File: config.mk
export PLATFORM = sky130hd
export DESIGN_NAME = irq_responder
export DESIGN_NICKNAME = d
export VERILOG_FILES = /design/src/rtl/irq_responder.sv
export SDC_FILE = /design/constraint.sdc
export NUM_CORES = 1
export LEC_CHECK = 0
export CORE_MARGIN = 5
export CORE_UTILIZATION = 44
export CTS_CLUSTER_DIAMETER = 80
export DETAILED_ROUTE_END_ITERATION = 7
export GPL_TIMING_DRIVEN = 0
export PLACE_DENSITY = 0.83
export SYNTH_ARGS = -nofsm -noshare
export SYNTH_HDL_FRONTEND = slang
export SYNTH_SLANG_ARGS = --single-unit
File: constraint.sdc
create_clock -name clk -period 4.12 [get_ports clk]
set_input_delay 1.236 -clock clk [delete_from_list [all_inputs] [get_ports clk]]
set_output_delay 1.236 -clock clk [all_outputs]
set_load 0.02 [all_outputs]
File: src/rtl/irq_responder.sv
// CPU-side interrupt responder: samples IRQ at instruction boundaries, redirects
// fetch to the ISR with a one-cycle IACK, and returns to the saved PC on eret.
module irq_responder #(
  parameter int ADDR_W  = 32,
  parameter int HOLDOFF = 2,
  parameter int CNT_W   = 16
) (
  input  logic              clk,
  input  logic              rst,
  input  logic              IRQ,
  input  logic [ADDR_W-1:0] isr_addr,
  input  logic              gie,
  input  logic              boundary,
  input  logic [ADDR_W-1:0] pc_next,
  input  logic              eret,
  output logic              IACK,
  output logic              redirect,
  output logic [ADDR_W-1:0] redirect_addr,
  output logic [ADDR_W-1:0] epc,
  output logic              in_isr,
  output logic [CNT_W-1:0]  irq_count
);

  typedef enum logic [2:0] {
    IDLE,
    TAKE,
    ISR,
    RETURN,
    HOLD
  } state_t;

  localparam logic [3:0] HOLD_LOAD = 4'(HOLDOFF);

  state_t     state;
  logic [3:0] hold_cnt;
  logic       take_irq;

  assign take_irq = IRQ && gie && boundary;

  // Outputs are registered, so each is set on the edge that enters the state
  // in which it must be visible.
  // NOTE: sequential state uses non-blocking assignments only, so every branch
  // reads the pre-edge values regardless of statement order.
  always_ff @(posedge clk or posedge rst) begin
    if (rst) begin
      state         <= IDLE;
      hold_cnt      <= '0;
      IACK          <= 1'b0;
      redirect      <= 1'b0;
      redirect_addr <= '0;
      epc           <= '0;
      in_isr        <= 1'b0;
      irq_count     <= '0;
    end else begin
      IACK     <= 1'b0;
      redirect <= 1'b0;
      case (state)
        IDLE: begin
          if (take_irq) begin
            state         <= TAKE;
            IACK          <= 1'b1;
            redirect      <= 1'b1;
            redirect_addr <= isr_addr;
            epc           <= pc_next;
            in_isr        <= 1'b1;
            if (irq_count != '1) irq_count <= irq_count + CNT_W'(1);
          end
        end
        TAKE: state <= ISR;
        ISR: begin
          // IRQ and gie are ignored here; a request raised now stays pending
          // at the controller until HOLD has elapsed.
          if (eret) begin
            state         <= RETURN;
            redirect      <= 1'b1;
            redirect_addr <= epc;
          end
        end
        RETURN: begin
          state    <= HOLD;
          hold_cnt <= HOLD_LOAD;
          in_isr   <= 1'b0;
        end
        HOLD: begin
          if (hold_cnt <= 4'd1) begin
            state    <= IDLE;
            hold_cnt <= '0;
          end else begin
            hold_cnt <= hold_cnt - 4'd1;
          end
        end
        default: state <= IDLE;
      endcase
    end
  end

endmodule
==> results.json, run 1 <==
{
  "syn_nets": 400,
  "dieArea_mm2": 0.01113,
  "numPortBuffers": 152,
  "ir_drop_v": 0.0003978,
  "grt_pass1_vias": 3320,
  "synthArstFlopShare_pct": 100.0,
  "power_mw": 4.168,
  "syn-cell-area_mm2": 0.004013,
  "startpoint_type": "flip-flop",
  "p_per_area_mw_per_mm2": 706.2,
  "whs_path_depth": 2,
  "arrival_ps": 1530,
  "n_antenna_cell": 0,
  "pwr-share-clk_pct": 14.9,
  "pwr-share-comb_pct": 49.4,
  "cts.clk_slew.worst_paths_ps": 100,
  "fin_util_pct": 67.02,
  "cts_root_buf": "clkbuf_8",
  "synthDistinctLibCells": 45,
  "rsz0062_at_grt": "no",
  "critPathSlowestCell": "clkdlybuf4s50_1",
  "worst-path-max-fanout": 6,
  "wl_met3_um": 914,
  "postSynth.topFlopCell": "dfrtp_1",
  "dp_hpwl_um": 8093,
  "final.period_utilization_pct": 67.24,
  "pre_cts_ws_ps": 1133,
  "core-area_mm2": 0.008806,
  "die_w_um": 105.5,
  "status": "finished, final reports clean",
  "dr.first_iter.drc_count": 61,
  "vias": 3123,
  "cts_tree": "built",
  "reg2reg_slack_ps": 2260,
  "switchingPower_mw": 1.627,
  "path_cells": "clkdlybuf4s50_1",
  "fin_worst_skew_ps": 14.24,
  "area_growth_pct": 47.08,
  "min_to": "redirect_addr[16]",
  "seq_area_frac_synth_pct": 56.13,
  "switching_share_pct": 39.04,
  "ctsResizeCount": 0,
  "setup_viol": 0,
  "gp_congestion": 0.7608,
  "die_y_um": 105.5,
  "period_needed_ps": 2770,
  "worstHoldStart": "redirect_addr[16]",
  "grt.total_usage_pct": 19.32,
  "hp-class": "flip-flop to flip-flop",
  "drt_pass1_iterations": 5,
  "clock_path_buffers": 2,
  "wl_um": 10600,
  "final_cell_mix": "152 x clkdlybuf4s50_1, 90 x dfrtp_1, 42 x nand2_1, 32 x mux2i_1, 32 x o21ai_1",
  "ios": 153,
  "final_net_count": 564,
  "synth_edf_count": 0,
  "crit_type": "flip-flop to primary output",
  "layout_commonest_cell": "clkdlybuf4s50_1",
  "yosys_warnings": 0,
  "ctsHoldBuffers": 0,
  "leakagePower_nw": 2.556,
  "r2r-start": "state[2]",
  "num_rows": 34,
  "grt_pass1_wl_um": 17020,
  "numClockSinks": 90,
  "slowest_delay_ps": 670,
  "path_buf_inv": 1,
  "ant_nets": 0,
  "slew_headroom_pct": 53.26,
  "synth_seq_cells": 90,
  "crit_family": "buffers and inverters",
  "drive_gt1_share_pct": 12.90,
  "internal-power_mw": 2.541,
  "top_layer": "met4",
  "post_drt_wl_per_cell_um": 17.55,
  "gr-total-overflow": 0,
  "synth_cells": 327,
  "cts_buffers": 9,
  "power_frac_seq_pct": 35.7,
  "antenna_found_initial": 0,
  "syn_avg_cell_area_um2": 12.27,
  "fin_ws_ps": 1350,
  "clk_latency_ps": 360,
  "cp_data_required_time_ps": 2880,
  "grt_max_degree": 47,
  "wl_met2_um": 5562,
  "wl_met1_um": 3952,
  "fmax_mhz": 361.0,
  "htree_levels": 3,
  "initial_core_util_pct": 45.57,
  "drv_slew": 0,
  "hold_viol_final": 0,
  "end_kind": "primary output",
  "worstReg2RegEnd": "epc[12]",
  "routed_via_density": 5.171,
  "max-cap-violations": 0,
  "remaining_drc_errors": 0,
  "cts_setup_buffers": 0,
  "worstMarginPinSlew_ps": 692.4,
  "r2r_cells": 6
}
## final cells by class
type	instances	area [um2]
Buffer	17	112.6
Clock buffer	10	137.6
Clock inverter	6	65.06
Fill cell	680	2904
Inverter	9	36.28
Multi-Input combinational cell	211	1614
Sequential cell	90	2252
Tap cell	108	135.1
Timing Repair Buffer	153	1549
## through the flow
step / std cells / hold WS (ps) / instance area, um2 / TNS [ps]
detailed placement: 588 / 472.4 / 5699 / 0
finish: 604 / 486.9 / 5902 / 0
CTS: 604 / 494.0 / 5902 / 0
global route: 604 / 514.4 / 5902 / 0
floorplan: 327 / 502.4 / 4013 / 0
global placement: 587 / 465.3 / 5669 / -75870
## cells by family after synthesis
kind of cell / synth area share, %
AO/OA/AOI/OAI: 7.515
adder cells (fa/ha/maj): 0.9356
AND/OR/NAND/NOR: 11.26
flip-flops: 56.13
XOR/XNOR: 3.274
buffers and inverters: 3.648
multiplexers: 17.24
## tightest hold or removal path: cells and delay by family (launching register included)
family | cells | cell delay (ps)
AO/OA/AOI/OAI | 1 | 60
flip-flops | 1 | 350
AND/OR/NAND/NOR | 1 | 50
## sequential cells by signal, summed over array words and instances, names as in the netlist
| register | flops |
|---|---|
| irq_count | 16 |
| in_isr | 1 |
| state | 3 |
| epc | 32 |
| IACK | 1 |
| hold_cnt | 4 |
| redirect_addr | 32 |
| redirect | 1 |
## metal layers
metal | GRT usage, % | up-vias
met1 | 20.86 | 1528
met5 | 0 | -
met3 | 7.885 | 15
met2 | 34.84 | 100
met4 | 5.550 | 0
li1 | - | 1480
## worst max-delay path by stage
stage | from | endpoint | slack, ps | cells past startpoint
floorplan | rst | IACK | 550 | 1
global placement | rst | epc[29] | -850 | 2
detailed placement | boundary | epc[12] | 1130 | 7
CTS | irq_count[6] | irq_count[6] | 1340 | 1
global route | irq_count[6] | irq_count[6] | 1300 | 1
finish | irq_count[6] | irq_count[6] | 1350 | 1
## power by group through the flow
stage,Combinational (mW),Sequential [mW],Clock [mW]
final,2.06,1.49,0.619
after CTS,2.09,1.49,0.633
after global routing,2.21,1.55,0.661
after floorplan,0.729,1.87,0
after global placement,2.03,1.48,0
after detailed placement,2.08,1.51,0
## cell usage after synthesis, types with 3 or more instances
cell	number	area (um2)
xnor2_1	7	61.31
ha_1	3	37.54
mux2i_1	32	320.3
buf_2	9	45.04
buf_6	4	45.04
nor2_1	3	11.26
and4_1	4	35.03
mux2_1	16	180.2
inv_1	8	30.03
o211ai_1	4	30.03
nor4_2	5	62.56
nand2_1	42	157.7
o21ai_0	3	15.01
nand3_1	5	25.02
dfrtp_1	90	2252
mux2_2	17	191.4
xor2_1	8	70.07
o21ai_1	32	160.2
(Power assumes the default switching activity.)
==> run 2, diff against run 1 <==
--- a/config.mk
+++ b/config.mk
@@ -6,11 +6,11 @@
 export NUM_CORES = 1
 export LEC_CHECK = 0
 export CORE_MARGIN = 5
-export CORE_UTILIZATION = 44
+export CORE_UTILIZATION = 40
 export CTS_CLUSTER_DIAMETER = 80
 export DETAILED_ROUTE_END_ITERATION = 7
 export GPL_TIMING_DRIVEN = 0
-export PLACE_DENSITY = 0.83
+export PLACE_DENSITY = 0.8
 export SYNTH_ARGS = -nofsm -noshare
 export SYNTH_HDL_FRONTEND = slang
 export SYNTH_SLANG_ARGS = --single-unit
==> constraint.sdc (replaced) <==
create_clock -name clk -period 2.4 [get_ports clk]
set_input_delay 0.72 -clock clk [delete_from_list [all_inputs] [get_ports clk]]
set_output_delay 0.72 -clock clk [all_outputs]
set_load 0.02 [all_outputs]
==> run 2 against run 1 <==
Against the previous run:
- count of clock-buffer cells in the layout increased by 1
- sequential share of layout area decreased by 0.39 points
- first-iteration DRC count increased by 30%
- global-route usage decreased by 1.3 points
==> results.json, run 2 (same netlist as run 1, synthesis figures left out) <==
{
  "status": "finished, final reports clean",
  "p_per_area_mw_per_mm2": 1209,
  "drt_pass1_iterations": 4,
  "path_buf_inv": 1,
  "cts.clk_slew.worst_paths_ps": 90,
  "holdWs_ps": 488.1,
  "final.period_utilization_pct": 92.30,
  "startpoint_type": "flip-flop",
  "max-cap-violations": 0,
  "slowest_delay_ps": 660,
  "crit_family": "buffers and inverters",
  "arrival_ps": 1500,
  "fillers": 824,
  "final_cell_mix": "152 x clkdlybuf4s50_1, 90 x dfrtp_1, 42 x nand2_1, 32 x mux2i_1, 32 x o21ai_1",
  "pre_cts_ws_ps": -89.81,
  "fmax_mhz": 451.4,
  "numClockSinks": 90,
  "ctsHoldBuffers": 0,
  "remaining_drc_errors": 0,
  "grt_pass1_wl_um": 16900,
  "die_y_um": 110.2,
  "cp_data_required_time_ps": 1680,
  "hp-class": "flip-flop to flip-flop",
  "routed_via_density": 4.886,
  "antenna_found_initial": 0,
  "final_net_count": 565,
  "dieArea_mm2": 0.01213,
  "numPortBuffers": 152,
  "dp_hpwl_um": 8006,
  "rsz0062_at_grt": "no",
  "cts_root_buf": "clkbuf_8",
  "slew_headroom_pct": 51.17,
  "reg.largest.list": "epc (32), redirect_addr (32), irq_count (16)",
  "ant_nets": 0,
  "layout_commonest_cell": "clkdlybuf4s50_1",
  "num_rows": 36,
  "cts_setup_buffers": 0,
  "power_mw": 7.209,
  "drive_gt1_share_pct": 12.88,
  "core-area_mm2": 0.009774,
  "worst-path-max-fanout": 6,
  "clock_path_buffers": 2,
  "die_w_um": 110.2,
  "worstMarginPinSlew_ps": 723.3,
  "hold_viol_final": 0,
  "grt_pass1_vias": 3362,
  "clk_latency_ps": 350,
  "drv_slew": 0,
  "ctsResizeCount": 0,
  "post_drt_wl_per_cell_um": 16.43,
  "vias": 3078,
  "gp_congestion": 0.8073,
  "path_cells": "clkdlybuf4s50_1",
  "cts_buffers": 9,
  "end_kind": "primary output",
  "period_needed_ps": 2215,
  "ios": 153,
  "fin_ws_ps": 184.9,
  "setup_viol": 0,
  "grt.total_usage_pct": 18.05,
  "critPathSlowestCell": "clkdlybuf4s50_1",
  "htree_levels": 3,
  "grt_max_degree": 40,
  "leakagePower_nw": 2.565,
  "dr.first_iter.drc_count": 79,
  "crit_type": "flip-flop to primary output",
  "area_growth_pct": 48.61,
  "instances_no_fill": 630,
  "cts_tree": "built",
  "reg2reg_slack_ps": 510,
  "initial_core_util_pct": 41.05,
  "n_antenna_cell": 0,
  "gr-total-overflow": 0,
  "ir_drop_v": 0.0006353,
  "fin_worst_skew_ps": 7.235,
  "dp_cells": 614,
  "wl_um": 10350
}
-- run 2: power breakdown --
group	total, mW	internal (mW)	switching (mW)
clock	1.14	0.613	0.527
combinational	3.51	1.73	1.78
sequential	2.56	2.11	0.441
total	7.21	4.46	2.75
-- run 2: metal layers --
layer | up-vias | track usage (%) | part of all wire (%)
met3 | 22 | 6.057 | 7.7
met2 | 95 | 30.37 | 51
met1 | 1485 | 21.49 | 39
li1 | 1476 | - | -
met4 | 0 | 6.684 | 2.4
met5 | - | 0 | 0
-- run 2: final timing paths --
path | start | end | cells past startpoint
worst max-delay path | irq_count[6] | irq_count[6] | 1
worst min-delay path | redirect_addr[16] | redirect_addr[16] | 2
worst max register to register | state[2] | epc[14] | 6
worst min register to register | redirect_addr[16] | redirect_addr[16] | 2
max in group asynchronous | rst | redirect_addr[23] | 4
min in group asynchronous | rst | hold_cnt[0] | 2
-- run 2: stage by stage --
step | utilization (%) | area, um2 | TNS [ps]
after floorplan | - | 4016 | 0
after global placement | 58.36 | 5704 | -32260
after detailed placement | 58.77 | 5744 | -1337
after CTS | 61.01 | 5963 | 0
after global routing | 61.01 | 5963 | 0
final | 61.01 | 5963 | 0
-- run 2: area by class of cell --
cell class / instances / area [um2] / area share, %
Clock buffer: 11 / 141.4 / 2.371
Tap cell: 133 / 166.4 / 2.791
Clock inverter: 5 / 77.57 / 1.301
Inverter: 9 / 37.54 / 0.6295
Sequential cell: 90 / 2252 / 37.77
Multi-Input combinational cell: 211 / 1614 / 27.07
Timing Repair Buffer: 154 / 1562 / 26.19
Buffer: 17 / 112.6 / 1.888
